==> src/rtl/ram_wstrb_ctrl.sv <==
// ram_wstrb_ctrl
//   Byte write-strobe front end for the word-only data RAM. Full-word writes
//   and reads pass straight through to the RAM; partial writes are turned into
//   a read-modify-write on the RAM. One transaction is in flight at a time.
//
//   state    | meaning
//   ---------+-----------------------------------------------------------
//   IDLE     | ready for a request; full/empty writes complete from here
//   RD_WAIT  | read issued, waiting for ram_rdata_valid
//   RMW_WAIT | partial write: old word read issued, waiting for valid
//   RMW_WR   | partial write: merged word written back to the RAM
//
// Ports
//   clk, reset_n                      clock, async active-low reset
//   cpu_req/we/addr/wdata/wstrb       CPU request (held until accepted)
//   cpu_ready, cpu_done, cpu_rdata    accept, completion pulse, read data
//   ram_addr/we/wdata                 RAM word address, write enable, data
//   ram_rdata, ram_rdata_valid        RAM read return
module ram_wstrb_ctrl #(
   parameter int RAM_ADDR_WIDTH = 10
) (
   input  logic                      clk,
   input  logic                      reset_n,
   input  logic                      cpu_req,
   input  logic                      cpu_we,
   input  logic [31:0]               cpu_addr,
   input  logic [31:0]               cpu_wdata,
   input  logic [3:0]                cpu_wstrb,
   output logic                      cpu_ready,
   output logic                      cpu_done,
   output logic [31:0]               cpu_rdata,
   output logic [RAM_ADDR_WIDTH-1:0] ram_addr,
   output logic                      ram_we,
   output logic [31:0]               ram_wdata,
   input  logic [31:0]               ram_rdata,
   input  logic                      ram_rdata_valid
);

   typedef enum logic [1:0] {
      IDLE     = 2'd0,
      RD_WAIT  = 2'd1,
      RMW_WAIT = 2'd2,
      RMW_WR   = 2'd3
   } state_t;

   state_t                    state;
   state_t                    next_state;
   logic [RAM_ADDR_WIDTH-1:0] addr_q;
   logic [31:0]               wdata_q;
   logic [3:0]                wstrb_q;
   logic [31:0]               merge_q;
   logic [31:0]               merge_c;
   logic                      accept;
   logic                      full_wr;
   logic                      empty_wr;
   logic                      ram_we_c;
   logic                      done_c;

   // Upper address bits alias and the byte offset is ignored.
   logic unused_addr_bits;
   assign unused_addr_bits = ^{cpu_addr[31:RAM_ADDR_WIDTH+2], cpu_addr[1:0]};

   assign cpu_ready = (state == IDLE);
   assign accept    = cpu_req & cpu_ready;
   assign full_wr   = cpu_we & (cpu_wstrb == 4'hF);
   assign empty_wr  = cpu_we & (cpu_wstrb == 4'h0);

   always_comb begin
      merge_c = '0;
      for (int i = 0; i < 4; i++) begin
         merge_c[8*i +: 8] = wstrb_q[i] ? wdata_q[8*i +: 8] : ram_rdata[8*i +: 8];
      end
   end

   always_comb begin
      next_state = state;
      ram_we_c   = 1'b0;
      ram_addr   = addr_q;
      ram_wdata  = merge_q;
      done_c     = 1'b0;
      case (state)
         IDLE: begin
            ram_addr  = cpu_addr[RAM_ADDR_WIDTH+1:2];
            ram_wdata = cpu_wdata;
            if (accept) begin
               if (!cpu_we) begin
                  next_state = RD_WAIT;
               end else if (full_wr) begin
                  ram_we_c = 1'b1;
                  done_c   = 1'b1;
               end else if (empty_wr) begin
                  done_c = 1'b1;
               end else begin
                  next_state = RMW_WAIT;
               end
            end
         end
         RD_WAIT: begin
            if (ram_rdata_valid) begin
               done_c     = 1'b1;
               next_state = IDLE;
            end
         end
         RMW_WAIT: begin
            if (ram_rdata_valid) begin
               next_state = RMW_WR;
            end
         end
         RMW_WR: begin
            ram_we_c   = 1'b1;
            done_c     = 1'b1;
            next_state = IDLE;
         end
         default: begin
            next_state = IDLE;
         end
      endcase
   end

   // Write enable must never reach the RAM while reset is held.
   assign ram_we = ram_we_c & reset_n;

   always_ff @(posedge clk or negedge reset_n) begin
      if (!reset_n) begin
         state     <= IDLE;
         cpu_done  <= 1'b0;
         cpu_rdata <= '0;
         addr_q    <= '0;
         wdata_q   <= '0;
         wstrb_q   <= '0;
         merge_q   <= '0;
      end else begin
         state    <= next_state;
         cpu_done <= done_c;
         if (accept) begin
            addr_q  <= cpu_addr[RAM_ADDR_WIDTH+1:2];
            wdata_q <= cpu_wdata;
            wstrb_q <= cpu_wstrb;
         end
         if (state == RD_WAIT && ram_rdata_valid) begin
            cpu_rdata <= ram_rdata;
         end
         if (state == RMW_WAIT && ram_rdata_valid) begin
            merge_q <= merge_c;
         end
      end
   end

endmodule

==> config.mk <==
export PLATFORM = sky130hd
export DESIGN_NAME = ram_wstrb_ctrl
export DESIGN_NICKNAME = d
export VERILOG_FILES = /design/src/rtl/ram_wstrb_ctrl.sv
export SDC_FILE = /design/constraint.sdc
export NUM_CORES = 1
export LEC_CHECK = 0
export ABC_AREA = 1
export CORE_MARGIN = 2
export CORE_UTILIZATION = 35
export CTS_CLUSTER_SIZE = 14
export DETAILED_ROUTE_END_ITERATION = 8
export DONT_BUFFER_PORTS = 1
export GPL_ROUTABILITY_DRIVEN = 1
export GPL_TIMING_DRIVEN = 1
export REMOVE_ABC_BUFFERS = 1
export SLEW_MARGIN = 30
export SYNTH_ARGS = -nofsm -noshare
export SYNTH_HDL_FRONTEND = slang
export SYNTH_SLANG_ARGS = --single-unit
==> constraint.sdc <==
create_clock -name clk -period 2 [get_ports clk]
set_input_delay 0.6 -clock clk [delete_from_list [all_inputs] [get_ports clk]]
set_output_delay 0.6 -clock clk [all_outputs]
set_load 0.01 [all_outputs]
==> flow_metrics.py <==
metrics = {
    "global_routing": {
        "top_usage_layer": "met2",
        "antenna_found_initial": 0,
        "grt_max_degree": 115,
        "use_met2_pct": 29.7,
        "met1_usage_pct": 21.5,
        "overflow": 0,
        "grt_pass1_wl_um": 22600,
        "grtUsageMet3_pct": 6.68,
        "grt_pass1_vias": 4504,
        "grt_usage_pct": 17.9,
    },
    "synthesis": {
        "ys_warn_count": 0,
        "postSynthAreaPerCell_um2": 8.01,
        "synthCells": 644,
        "yosysUniqueCellTypes": 15,
        "synth_mux_area_share_pct": 0,
        "yosys.area_share.simple_pct": 16.4,
        "synthAdderAreaFrac_pct": 1.21,
        "synth-compound-area-share_pct": 17.9,
        "synth-xor-area-share_pct": 0,
        "synthesis.area_um2": 5160,
        "synth_top_family_by_area": "compound AO/OA/AOI/OAI gates",
        "synth-seq-cells": 113,
        "yosysSeqAreaShare_pct": 54.8,
    },
    "power": {
        "power.leakage_nw": 3.37,
        "p_per_area_nw_per_um2": 1840,
        "vdd_drop_max_mv": 1.03,
    },
    "placed_design": {
        "numPortBuffers": 0,
        "hpwl_um": 8650,
        "dpl_cell_area_um2": 5450,
        "dp_slack_ns": -0.0227,
        "place_congestion": 0.800,
    },
    "worst_setup_path": {
        "crit-reg2reg-launch": "state[0]$_DFFE_PN0P_",
        "critPathLaunchType": "register",
        "required_ns": 1.40,
        "path_max_fanout": 7,
        "cp_slowest_cell": "dfrtp_1",
        "max_stage_delay_ns": 0.39,
        "reg2reg_depth": 10,
        "end_kind": "output pin",
        "worstPathCellList": "inv_2 -> ha_4 -> buf_12 -> buf_6 -> nand2_2 -> nor2_1 -> o21ai_1 -> nor2_2",
        "path_class": "register to output pin",
        "cp-startpoint": "state[0]$_DFFE_PN0P_",
        "crit_arrival_ns": 1.69,
    },
    "timing": {
        "grt_setup_unrepaired": "yes",
        "layout_setup_ws_ns": -0.290,
        "whs_ns": -0.112,
        "fmax_mhz": 437,
        "min_period_ns": 2.29,
        "tightest_slew_ns": 0.664,
        "hold_violations": 113,
        "clock_skew_ns": 0.00978,
        "period_share_pct": 115,
        "finalSetupViolations": 79,
        "slew_violations": 0,
        "relSlewSlack_pct": 55.7,
    },
    "outcome": {
        "outcome": "complete, but fails checks",
        "violations": "hold timing, setup timing",
    },
    "route": {
        "wl_per_cell_um": 16.6,
        "drc": 0,
        "wl_um": 14500,
        "detail_route.iter0.violations": 273,
        "vias": 4392,
        "via_per_inst": 5.03,
        "ant_nets": 0,
        "dr.pass1.iters": 4,
    },
    "floorplan": {
        "coreArea_um2": 14500,
        "dieWidth_um": 125,
        "dieArea_um2": 15700,
        "rows": 44,
        "die_h_um": 125,
        "io-pin-count": 182,
        "start_util_pct": 35.6,
    },
    "cells_and_area": {
        "drive_gt1_share_pct": 18.4,
        "postLayoutCellArea_um2": 6570,
        "finalNetCount": 788,
        "syn2layout_area_growth_pct": 27.4,
        "num_antenna_cells": 0,
    },
    "clock_network": {
        "cts-htree-levels": 4,
        "cts_num_sinks": 113,
        "clockBufferDepth": 2,
        "cts.reportedPaths.clkPinSlew_ns": 0.06,
        "worstSkewPairLatency_ns": 0.40,
        "cts_made_buffers": 17,
        "cts-root-buf": "clkbuf_16",
        "tritoncts": "built",
    },
    "min_path": {
        "hold_path_class": "primary input to asynchronous set/reset pin",
    },
    "run": {
        "maxCapViolations": 0,
    },
}
[critical path: cells and delay by family (launching register included)]
kind,cells,cell delay (ns)
simple gates,3,0.30
fa+ha+maj,1,0.16
buf+inv,3,0.36
compound gates,1,0.07
flops,1,0.39
[per-stage QoR]
step / TNS [ns] / cells / total power [mW] / utilization [%]
after floorplan: -112.50 / 610 / 6.33 / -
after global placement: 0 / 821 / 7.49 / 37.6
after detailed placement: -0.0448 / 821 / 7.65 / 37.6
after CTS: -10.26 / 859 / 11.2 / 42.7
after global routing: -16.86 / 873 / 12.9 / 45.4
final: -10.52 / 873 / 12.1 / 45.4
[power by group]
group	internal, mW	leakage, nW	switching [mW]	total [mW]
Sequential	3.36	1.36	0.864	4.22
Clock	2.01	0.295	1.00	3.01
Combinational	2.03	1.72	2.82	4.85
[layout by cell type (no fill, tap or decap), drive strengths merged]
cell type / n
nand2: 207
nor2: 8
nand3: 7
inv: 84
buf: 44
ha: 5
dfrtp: 113
o21ai: 119
clkinv: 3
a21oi: 66
bufinv: 2
clkinvlp: 4
clkbuf: 27
[routing by layer]
| metal | vias to the layer above | share of wire (%) |
|---|---|---|
| met5 | - | 0 |
| met4 | 0 | 1.5 |
| met3 | 16 | 6.4 |
| met2 | 143 | 49 |
| met1 | 2126 | 43 |
| li1 | 2107 | - |
[layout make-up]
cell class,instances,area (um^2)
Multi-Input combinational cell,412,2070
Clock inverter,5,75.1
Sequential cell,113,2830
Tap cell,184,230
Inverter,85,323
Fill cell,1408,7910
Timing Repair Buffer,46,508
Timing Repair inverter,3,22.5
Clock buffer,25,515
[cells in the mapped netlist, drive strengths merged]
library cell / instances / area share (%)
nor2: 8 / 0.58
buf: 19 / 2.4
o21ai: 119 / 12
nand2: 207 / 15
clkbuf: 15 / 1.1
dfrtp: 113 / 55
ha: 5 / 1.2
nand3: 7 / 0.68
inv: 85 / 6.2
a21oi: 66 / 6.4
[timing repair]
| action | in CTS | in global routing |
|---|---|---|
| pin swaps | 10 | 8 |
| resized for setup | 51 | 65 |
| gates cloned | 3 | 4 |
| setup buffers | 5 | 10 |
| setup endpoints to repair | 43 | 79 |
| endpoints found under the hold margin | 113 | 113 |
[logic make-up (layout without fill, tap and decap cells)]
group,after synthesis,count (layout)
compound gates,185,185
fa+ha+maj,5,5
buf+inv,119,164
simple gates,222,222
flops,113,113
[path summary, 6_finish.rpt]
kind / end / slack (ns)
setup / recovery: ram_we / -0.29
hold / removal: cpu_done$_DFF_PN0_ / -0.11
setup reg to reg: cpu_done$_DFF_PN0_ / -0.09
hold reg to reg: wdata_q[4]$_DFFE_PN0N_ / 0.47
max in group asynchronous: wdata_q[26]$_DFFE_PN0N_ / 1.97
min in group clk: wdata_q[19]$_DFFE_PN0N_ / 0.31
[flip-flops by register name, indices dropped and copies added (netlist names)]
| register | cells |
|---|---|
| state | 2 |
| addr_q | 10 |
| cpu_done | 1 |
| cpu_rdata | 32 |
| wdata_q | 32 |
| wstrb_q | 4 |
| merge_q | 32 |
(Power assumes the default switching activity.)
